`src/rtl/ps2_scan_decoder.sv`:
```
// PS/2 set-2 scan-code decoder: strips E0/F0 prefixes and turns final bytes into
// make/break events, tracking the held key, shift/caps state, press count and ASCII.
module ps2_scan_decoder (
  input  logic       clk,
  input  logic       clrn,
  input  logic       code_valid,
  input  logic [7:0] code,
  output logic [7:0] key_code,
  output logic       key_ext,
  output logic       key_held,
  output logic [7:0] ascii,
  output logic       make_pulse,
  output logic       break_pulse,
  output logic [7:0] press_count,
  output logic       shift,
  output logic       caps
);

  typedef enum logic [1:0] {IDLE = 2'd0, EXT = 2'd1, BRK = 2'd2, EXT_BRK = 2'd3} state_e;

  state_e     state_q, state_d;
  logic [7:0] key_code_q, key_code_d;
  logic       key_ext_q, key_ext_d;
  logic       key_held_q, key_held_d;
  logic [8:0] held_key_q, held_key_d;
  logic       make_q, make_d;
  logic       break_q, break_d;
  logic [7:0] press_count_q, press_count_d;
  logic       lshift_q, lshift_d;
  logic       rshift_q, rshift_d;
  logic       caps_q, caps_d;
  logic       caps_down_q, caps_down_d;
  logic [7:0] ascii_q, ascii_d;

  logic       final_s;
  logic       ext_s;
  logic       brk_s;
  logic [8:0] key_s;
  logic       held_match_s;

  // Extended keys have no ASCII; letters follow shift^caps, digits ignore shift.
  function automatic logic [7:0] ascii_of(input logic [8:0] key, input logic held,
                                          input logic upper);
    logic [7:0] base;
    logic [7:0] a;
    base = upper ? 8'h41 : 8'h61;
    if (!held || key[8]) begin
      a = 8'h00;
    end else begin
      case (key[7:0])
        8'h1C: a = base + 8'd0;   8'h32: a = base + 8'd1;   8'h21: a = base + 8'd2;
        8'h23: a = base + 8'd3;   8'h24: a = base + 8'd4;   8'h2B: a = base + 8'd5;
        8'h34: a = base + 8'd6;   8'h33: a = base + 8'd7;   8'h43: a = base + 8'd8;
        8'h3B: a = base + 8'd9;   8'h42: a = base + 8'd10;  8'h4B: a = base + 8'd11;
        8'h3A: a = base + 8'd12;  8'h31: a = base + 8'd13;  8'h44: a = base + 8'd14;
        8'h4D: a = base + 8'd15;  8'h15: a = base + 8'd16;  8'h2D: a = base + 8'd17;
        8'h1B: a = base + 8'd18;  8'h2C: a = base + 8'd19;  8'h3C: a = base + 8'd20;
        8'h2A: a = base + 8'd21;  8'h1D: a = base + 8'd22;  8'h22: a = base + 8'd23;
        8'h35: a = base + 8'd24;  8'h1A: a = base + 8'd25;
        8'h45: a = 8'h30;  8'h16: a = 8'h31;  8'h1E: a = 8'h32;  8'h26: a = 8'h33;
        8'h25: a = 8'h34;  8'h2E: a = 8'h35;  8'h36: a = 8'h36;  8'h3D: a = 8'h37;
        8'h3E: a = 8'h38;  8'h46: a = 8'h39;
        8'h29: a = 8'h20;
        8'h5A: a = 8'h0D;
        default: a = 8'h00;
      endcase
    end
    return a;
  endfunction

  always_ff @(posedge clk) begin
    if (!clrn) begin
      state_q       <= IDLE;
      key_code_q    <= 8'h00;
      key_ext_q     <= 1'b0;
      key_held_q    <= 1'b0;
      held_key_q    <= 9'h000;
      make_q        <= 1'b0;
      break_q       <= 1'b0;
      press_count_q <= 8'h00;
      lshift_q      <= 1'b0;
      rshift_q      <= 1'b0;
      caps_q        <= 1'b0;
      caps_down_q   <= 1'b0;
      ascii_q       <= 8'h00;
    end else begin
      state_q       <= state_d;
      key_code_q    <= key_code_d;
      key_ext_q     <= key_ext_d;
      key_held_q    <= key_held_d;
      held_key_q    <= held_key_d;
      make_q        <= make_d;
      break_q       <= break_d;
      press_count_q <= press_count_d;
      lshift_q      <= lshift_d;
      rshift_q      <= rshift_d;
      caps_q        <= caps_d;
      caps_down_q   <= caps_down_d;
      ascii_q       <= ascii_d;
    end
  end

  // E0 restarts a sequence from any state, dropping a pending F0.
  always_comb begin
    state_d = state_q;
    if (code_valid) begin
      if (code == 8'hE0) begin
        state_d = EXT;
      end else if (code == 8'hF0) begin
        case (state_q)
          IDLE:    state_d = BRK;
          EXT:     state_d = EXT_BRK;
          default: state_d = state_q;
        endcase
      end else begin
        state_d = IDLE;
      end
    end else begin
      state_d = state_q;
    end
  end

  always_comb begin
    ext_s        = (state_q == EXT) || (state_q == EXT_BRK);
    brk_s        = (state_q == BRK) || (state_q == EXT_BRK);
    key_s        = {ext_s, code};
    held_match_s = key_held_q && (held_key_q == key_s);
    final_s      = code_valid && (code != 8'hE0) && (code != 8'hF0) &&
                   (code != 8'h00) && (code != 8'hFF) && (code != 8'hAA);

    key_code_d    = key_code_q;
    key_ext_d     = key_ext_q;
    key_held_d    = key_held_q;
    held_key_d    = held_key_q;
    make_d        = 1'b0;
    break_d       = 1'b0;
    press_count_d = press_count_q;
    lshift_d      = lshift_q;
    rshift_d      = rshift_q;
    caps_d        = caps_q;
    caps_down_d   = caps_down_q;
    ascii_d       = ascii_of(held_key_q, key_held_q, (lshift_q | rshift_q) ^ caps_q);

    if (final_s) begin
      key_code_d = code;
      key_ext_d  = ext_s;
      if (!brk_s) begin
        make_d = 1'b1;
        case (key_s)
          9'h012: lshift_d = 1'b1;
          9'h059: rshift_d = 1'b1;
          9'h058: begin
            caps_d      = caps_down_q ? caps_q : ~caps_q;
            caps_down_d = 1'b1;
          end
          default: begin
            if (!held_match_s) begin
              held_key_d    = key_s;
              key_held_d    = 1'b1;
              press_count_d = press_count_q + 8'd1;
            end else begin
              held_key_d    = held_key_q;
            end
          end
        endcase
      end else begin
        break_d = 1'b1;
        case (key_s)
          9'h012:  lshift_d    = 1'b0;
          9'h059:  rshift_d    = 1'b0;
          9'h058:  caps_down_d = 1'b0;
          default: caps_down_d = caps_down_q;
        endcase
        key_held_d = held_match_s ? 1'b0 : key_held_q;
      end
    end else begin
      make_d = 1'b0;
    end
  end

  assign key_code    = key_code_q;
  assign key_ext     = key_ext_q;
  assign key_held    = key_held_q;
  assign ascii       = ascii_q;
  assign make_pulse  = make_q;
  assign break_pulse = break_q;
  assign press_count = press_count_q;
  assign shift       = lshift_q | rshift_q;
  assign caps        = caps_q;

endmodule
```
`config.mk`:
```
export PLATFORM = sky130hd
export DESIGN_NAME = ps2_scan_decoder
export DESIGN_NICKNAME = d
export VERILOG_FILES = /design/src/rtl/ps2_scan_decoder.sv
export SDC_FILE = /design/constraint.sdc
export NUM_CORES = 1
export LEC_CHECK = 0
export CAP_MARGIN = 20
export CORE_UTILIZATION = 49
export DETAILED_ROUTE_END_ITERATION = 10
export DONT_BUFFER_PORTS = 1
export HOLD_SLACK_MARGIN = 0.02
export PLACE_DENSITY = 0.73
export SLEW_MARGIN = 10
export SYNTH_ARGS = -nofsm -noshare
export SYNTH_HDL_FRONTEND = slang
export SYNTH_SLANG_ARGS = --single-unit
```
`constraint.sdc`:
```
create_clock -name clk -period 6.7 [get_ports clk]
set_clock_uncertainty 0.05 [all_clocks]
set_input_delay 1.34 -clock clk [delete_from_list [all_inputs] [get_ports clk]]
set_output_delay 1.34 -clock clk [all_outputs]
set_load 0.05 [all_outputs]
```
# Yosys cells after proc, flatten, opt, wreduce, memory -nomap -nowiden
# Index checks and enable logic that the tools add are counted.
[word_totals] register_bits=43 in_bits=11 out_inout_bits=30 word_cells=144
[op_classes] n_addsub=26 n_eq_ne=55 muxes=20 bitwise=8 reduce_logical=22
[op_table] cell="$pmux 8 s38" n=1
[op_table] cell="$eq 8x6->1 const B" n=23
[op_table] cell="$add 7x5->8 const B" n=10
[op_table] cell="$add 7x4->8 const B" n=8
[op_table] cell="$eq 8x7->1 const B" n=8
[op_table] cell="$eq 8x5->1 const B" n=7
[op_table] cell="$add 7x3->8 const B" n=4
[op_table] cell="$ne 8x8->1 const B" n=4
[op_table] cell="$eq 9x7->1 const B" n=2
[op_table] cell="$add 7x2->8 const B" n=2
[op_table] cell="$eq 8x8->1 const B" n=2
[op_table] cell="$mux 1" n=15
[op_table] cell="$reduce_and 4->1" n=3
[op_table] cell="$reduce_and 2->1" n=5
[op_table] cell="$eq 9x5->1 const B" n=1
[op_table] cell="$eq 9x9->1" n=1
[op_table] cell="$add 7x1->8 const B" n=1
[op_table] cell="$add 8x1->8 const B" n=1
[op_table] cell="$reduce_bool 8->1" n=1
[op_table] cell="$logic_and 1x1->1" n=6
[op_table] cell="$mux 6" n=1
[op_table] cell="$not 1->1" n=6
[op_table] cell="$eq 2x2->1 const B" n=2
[op_table] cell="$mux 2" n=2
[op_table] cell="other kinds (12)" n=15

# Logic depth before layout (Yosys ltp)
# Gate-level depths: netlist of run 1.
[depth] depth_word=7 ltp_mapped=12 ltp_nobuf=9

# Worst setup path before layout of run 1
# OpenSTA, ideal clock, no wires.
[synth_timing] kind="input port to flip-flop" from="input port code[5]" to="register key_code_q[4], in the netlist key_code[4]" setup_ns=0.128 arrival_ns=3.031 t_required_ns=6.522 setup_slack_ns=3.492 cell_stages=8 path_buffers=3 path_cell_list="buf_2 -> or4_1 -> a2111o_1 -> o211ai_2 -> buf_6 -> buf_12 -> mux2i_1 -> nor2_1"
[synth_via] elab_chain_len=6 word_cells_on_any_way=10 cone_classes="eq/ne (4); reduce/logical (6)"
[synth_lines] item="start, declared" line="7" source="input logic [7:0] code,"
[synth_lines] item="$ne 8x8->1" line="128" source="final_s = code_valid && (code != 8'hE0) && (code != 8'hF0) &&"
[synth_lines] item="$logic_and 1x1->1 (3 in series)" line="128"
[synth_lines] item="$logic_and 1x1->1" line="129" source="(code != 8'h00) && (code != 8'hFF) && (code != 8'hAA);"
[synth_lines] item="$logic_and 1x1->1 *" line="129"
[synth_lines] item="end signal, assigned" line="88" source="key_code_q <= key_code_d;"
[synth_lines] item="end, declared" line="22" source="logic [7:0] key_code_q, key_code_d;"
# Every way passes the cells marked *; elsewhere a longest branch is shown, timed or not.
# A chain may end at the register's enable or synchronous reset.

# Worst setup path after layout of run 1
[layout_timing] from="input port code[5]" to="register press_count_q[0], in the netlist press_count[0]"
[layout_via] elab_chain_len=7 word_cells_on_any_way=19 cone_classes="eq/ne (8); bitwise (2); reduce/logical (9)"
[layout_lines] item="$ne 8x8->1" line="128"
[layout_lines] item="$logic_and 1x1->1 (3 in series)" line="128"
[layout_lines] item="$logic_and 1x1->1 (2 in series)" line="129"
[layout_lines] item="$reduce_and 4->1 (no source line) *"
[layout_lines] item="end signal, assigned" line="94" source="press_count_q <= press_count_d;"
[layout_lines] item="end, declared" line="28" source="logic [7:0] press_count_q, press_count_d;"
# Marks and branches as above.

==> results of run 1 <==
metal layers:
layer | routed length [um] | GRT usage (%)
met1 | 3030 | 28.9
met2 | 3120 | 37.3
met3 | 425 | 5.71
met4 | 97 | 7.74
met5 | 0 | 0
area by class of cell:
type	instances	area share, %
timing repair buffer	1	0.268
multi-input combinational	266	61.7
clock inverter	1	0.179
sequential	43	30.8
tap	72	3.22
inverter	8	1.07
clock buffer	7	2.73
cells by family (layout without fill, tap and decap cells):
| family | count (synthesis) | in the layout | share of synthesized area [%] |
|---|---|---|---|
| AO/OA/AOI/OAI | 76 | 76 | 18.1 |
| XOR/XNOR | 22 | 22 | 6.95 |
| adder cells (fa/ha/maj) | 3 | 3 | 1.35 |
| buffers and inverters | 38 | 17 | 6.64 |
| flip-flops | 43 | 43 | 31.1 |
| multiplexers | 16 | 16 | 5.82 |
| AND/OR/NAND/NOR | 149 | 149 | 30.0 |
where the power goes:
group	leakage [nW]	internal, mW	switching (mW)	total [mW]
Combinational	0.569	0.0272	0.0335	0.0606
Sequential	0.351	0.264	0.0394	0.303
Clock	0.0422	0.0732	0.0851	0.158
Total	0.962	0.364	0.158	0.522
sequential cells by signal (all words and copies together), names as in the netlist:
signal       flops
rshift_q         1
key_held         1
caps             1
state_q          2
key_ext          1
ascii            8
break_pulse      1
make_pulse       1
held_key_q       9
press_count      8
lshift_q         1
key_code         8
caps_down_q      1
placed cells by master, fill, tap and decap left out, types with 8 or more instances in the layout:
| master | count |
|---|---|
| dfxtp_1 | 43 |
| mux2i_1 | 15 |
| nand2_1 | 28 |
| nor4_1 | 9 |
| nand3_1 | 9 |
| xor2_1 | 9 |
| nor2_1 | 32 |
| a31oi_1 | 10 |
| a21oi_1 | 18 |
| nor3_1 | 12 |
| inv_1 | 8 |
| o21ai_0 | 15 |
| xnor2_1 | 13 |
worst paths after layout:
path	to	from
hold / removal	make_pulse	state_q[1]
setup / recovery	press_count[0]	code[5]
setup reg to reg	press_count[0]	held_key_q[3]
hold reg to reg	make_pulse	state_q[1]
stage by stage:
| step | util, % | std cells |
|---|---|---|
| final | 51.1 | 398 |
| after global placement | 49.6 | 390 |
| after detailed placement | 49.6 | 390 |
| after global routing | 51.1 | 398 |
| after floorplan | - | 347 |
| after CTS | 51.1 | 398 |
worst max-delay path: stages:
cell	delay, ns
xor2_1	0.15
nor4_1	0.38
nand4_1	0.14
ha_1	0.23
o21ai_1	0.53
nor2_1	0.41
xnor2_1	0.24
nor2_1	0.05
==> results.json, run 1 <==
{
  "status": "finished clean",
  "grt_max_degree": 32,
  "power.leakage_nw": 0.962,
  "final_max_slew_viol_count": 0,
  "ys_top_cells_by_area": "dfxtp_1 (31%), mux2i_1 (5.4%), nor2_1 (4.3%), xnor2_1 (4.1%), nand2_1 (3.8%)",
  "die_h_um": 77.2,
  "h-tree-depth": 2,
  "track_usage_pct": 22.8,
  "die_x_um": 77.2,
  "vias_per_cell": 6.29,
  "startpoint_type": "input port",
  "synthArstFlopShare_pct": 0,
  "max_freq_mhz": 296,
  "clock_path_buffers": 2,
  "num_rows": 27,
  "io_pins": 41,
  "synth_area_um2": 2770,
  "synth-edff-count": 0,
  "rsz0062_at_grt": "false",
  "power_density_nw_per_um2": 187,
  "cts.clk_slew.worst_paths_ns": 0.08,
  "critPathRequiredTime_ns": 6.80,
  "hold_buffers": 0,
  "synth_nets": 361,
  "fin_ws_ns": 3.33,
  "synth_warnings": 0,
  "cts_tree": "done",
  "clk_latency_ns": 0.29,
  "power_mw": 0.522,
  "cts_sinks": 43,
  "setup_violations": 0,
  "vias": 2504,
  "relSlewSlack_pct": 32.2,
  "yosys.area.top_type": "dfxtp_1",
  "areaGrowthSynthToFinish_pct": 0.903,
  "fin_crit_sh_pct": 50.3,
  "holdWs_ns": 0.411,
  "setup.worst_path.end_class": "flop",
  "grt_overflow_total": 0,
  "io_buffers": 0,
  "clockRootBuffer": "clkbuf_8",
  "wl_per_cell_um": 16.8,
  "post_cts_buffers": 0,
  "die-area_um2": 5960,
  "drc": 0,
  "ys_seq_area_share_pct": 31.1,
  "worst_pin_slew_ns": 1.01,
  "hold_violations": 0,
  "worst_ep_arrival_time_ns": 3.48,
  "grt_pass1_wl_um": 11000,
  "antennaDiodeCount": 0,
  "synth_top_area_share_pct": 31.1,
  "fill_cells": 536,
  "synth_ff_type": "dfxtp_1",
  "area.sequential_um2": 861,
  "worstPathMaxFanout": 17,
  "nets": 339,
  "synthDistinctLibCells": 57,
  "grt_pass1_vias": 2322,
  "min_path_type": "flop to flop",
  "reg2reg_depth": 8,
  "ant_nets": 0,
  "cts.repair.resized": 0,
  "antenna_found_initial": 0,
  "synth.most_common_cell": "dfxtp_1",
  "ir_drop_mv": 0.228,
  "drt_wl_total_um": 6670,
  "fin_area_um2": 2800,
  "min_delay_path_depth": 1,
  "cts_buffers": 5,
  "globalplace.congestion": 0.927,
  "drive_above_1_share_pct": 6.13,
  "start_util_pct": 50.6,
  "synthCells": 347,
  "dpl_worst_slack_ns": 3.04,
  "hpwl_um": 4550,
  "r2r_slack_ns": 3.39,
  "post-route-min-period_ns": 3.37,
  "maxCapViolations": 0,
  "syn_avg_cell_area_um2": 7.99,
  "drt_first_pass_iters": 5,
  "drtIter0Drc": 257,
  "multi_input_area_um2": 1730,
  "tns_ns": 0,
  "core_area_um2": 5470,
  "crit_type": "input port to flop",
  "postPlaceCellArea_um2": 2720,
  "synth_seq_cells": 43,
  "ys_top_cells_by_count": "dfxtp_1 (43), nor2_1 (32), nand2_1 (28)"
}
Note: power is estimated with default switching activity, not from simulation.
==> run 2: changes to the inputs <==
- PLACE_DENSITY: 0.73 -> 0.75
- clock period: 6.7 -> 2.9 ns (I/O delays scaled with it)
==> run 2 against run 1 <==
Core utilization grew 2.6 points. Register-to-register slack worse by 3.1 ns. Via count up 2.1%. First-iteration DRC count decreased by 44%. Sequential share of layout area is 1.5 points lower. Critical path depth did not move. Cell count is 2.8% higher. Die area unchanged.
==> results.json, run 2 (same netlist as run 1, synthesis figures left out) <==
{
  "setup.worst_path.end_class": "flop",
  "crit_slowest_cell": "or3b_2",
  "vias_per_cell": 6.25,
  "grt_pass1_vias": 2376,
  "io_pins": 41,
  "max_freq_mhz": 381,
  "ir_drop_mv": 0.316,
  "dpl_worst_slack_ns": 0.250,
  "cp_top_family": "compound AO/OA/AOI/OAI gates",
  "num_rows": 27,
  "fin_ws_ns": 0.278,
  "hpwl_um": 4780,
  "core_area_um2": 5470,
  "routed-wl-met2_um": 3220,
  "drive_above_1_share_pct": 10.4,
  "clk_latency_ns": 0.30,
  "power.leakage_nw": 1.04,
  "relSlewSlack_pct": 38.1,
  "critPathRequiredTime_ns": 3.01,
  "tns_ns": 0,
  "grt_pass1_wl_um": 11500,
  "antenna_found_initial": 0,
  "io_buffers": 0,
  "die_x_um": 77.2,
  "max_stage_delay_ns": 0.56,
  "critPathBufInv": 0,
  "fill_cells": 513,
  "rsz0062_at_grt": "false",
  "drt-met1-wl_um": 2870,
  "fin_crit_sh_pct": 90.4,
  "nets": 351,
  "fin_util_pct": 53.7,
  "vias": 2556,
  "holdWs_ns": 0.310,
  "antennaDiodeCount": 0,
  "final_max_slew_viol_count": 0,
  "final_common_cell": "dfxtp_1",
  "die_h_um": 77.2,
  "regMostFlops": "held_key_q",
  "worst_pin_slew_ns": 0.928,
  "post_cts_buffers": 0,
  "clock_path_buffers": 2,
  "largest_register_ffs": 9,
  "areaGrowthSynthToFinish_pct": 6.09,
  "cts.repair.resized": 0,
  "drtIter0Drc": 143,
  "cts_tree": "done",
  "crit_type": "flop to flop",
  "cts_sinks": 43,
  "grt_max_degree": 32,
  "ant_nets": 0,
  "status": "finished clean",
  "post-route-min-period_ns": 2.62,
  "cts_buffers": 5,
  "hold_buffers": 0,
  "drt_first_pass_iters": 5,
  "setup_violations": 0,
  "h-tree-depth": 2,
  "maxCapViolations": 0,
  "startpoint_type": "flop",
  "globalplace.congestion": 0.912,
  "wl_per_cell_um": 16.4,
  "track_usage_pct": 23.8,
  "drc": 0,
  "clockRootBuffer": "clkbuf_8",
  "power_density_nw_per_um2": 445,
  "most-common-layout-cells": "dfxtp_1 (42), nor2_1 (32), nand2_1 (28)",
  "path_cells": "or3b_2, a2111oi_0, a21o_1, ha_1, a21boi_0, mux2i_1, o2bb2ai_1, a21oi_1",
  "start_util_pct": 50.6,
  "die-area_um2": 5960,
  "r2r_slack_ns": 0.28,
  "top_layer_used": "met4",
  "drt_wl_total_um": 6710,
  "min_path_type": "input port to flop",
  "grt_overflow_total": 0,
  "hold_violations": 0,
  "worstPathMaxFanout": 14,
  "worst_ep_arrival_time_ns": 2.73,
  "cts.clk_slew.worst_paths_ns": 0.08,
  "wl_met3_um": 483
}
-- run 2: final timing paths --
kind,start,to,depth (start not counted)
worst min-delay path,code_valid,state_q[0],1
worst max-delay path,held_key_q[7],ascii[5],8
worst max register to register,held_key_q[7],ascii[5],8
worst min register to register,caps_down_q,caps_down_q,2
-- run 2: per-layer routing --
metal	GRT usage (%)	vias to the layer above
li1	-	1240
met1	29.8	1183
met2	39.0	118
met3	6.55	15
met4	7.92	0
met5	0	-
-- run 2: area by class of cell --
class | count | area, um2 | area share [%]
multi-input cells | 266 | 1740 | 59.2
flip-flops and latches | 43 | 862 | 29.3
repair buffers | 13 | 110 | 3.74
well taps | 72 | 90.1 | 3.06
clock buffers | 5 | 68.8 | 2.34
clock inverters | 2 | 37.5 | 1.28
inverters | 8 | 30.0 | 1.02
-- run 2: through the flow --
stage	cell area [um2]	std cells	power, mW
4_1_cts	2920	409	1.32
3_3_place_gp	2820	402	0.863
5_1_grt	2940	409	1.37
6_report	2940	409	1.31
2_1_floorplan	2770	347	0.839
3_5_place_dp	2820	402	0.867
-- run 2: report_power, final --
part           switching, mW  internal [mW]  total [mW]
clock network          0.199          0.252       0.451
logic                  0.101         0.0760       0.177
registers             0.0725          0.610       0.682
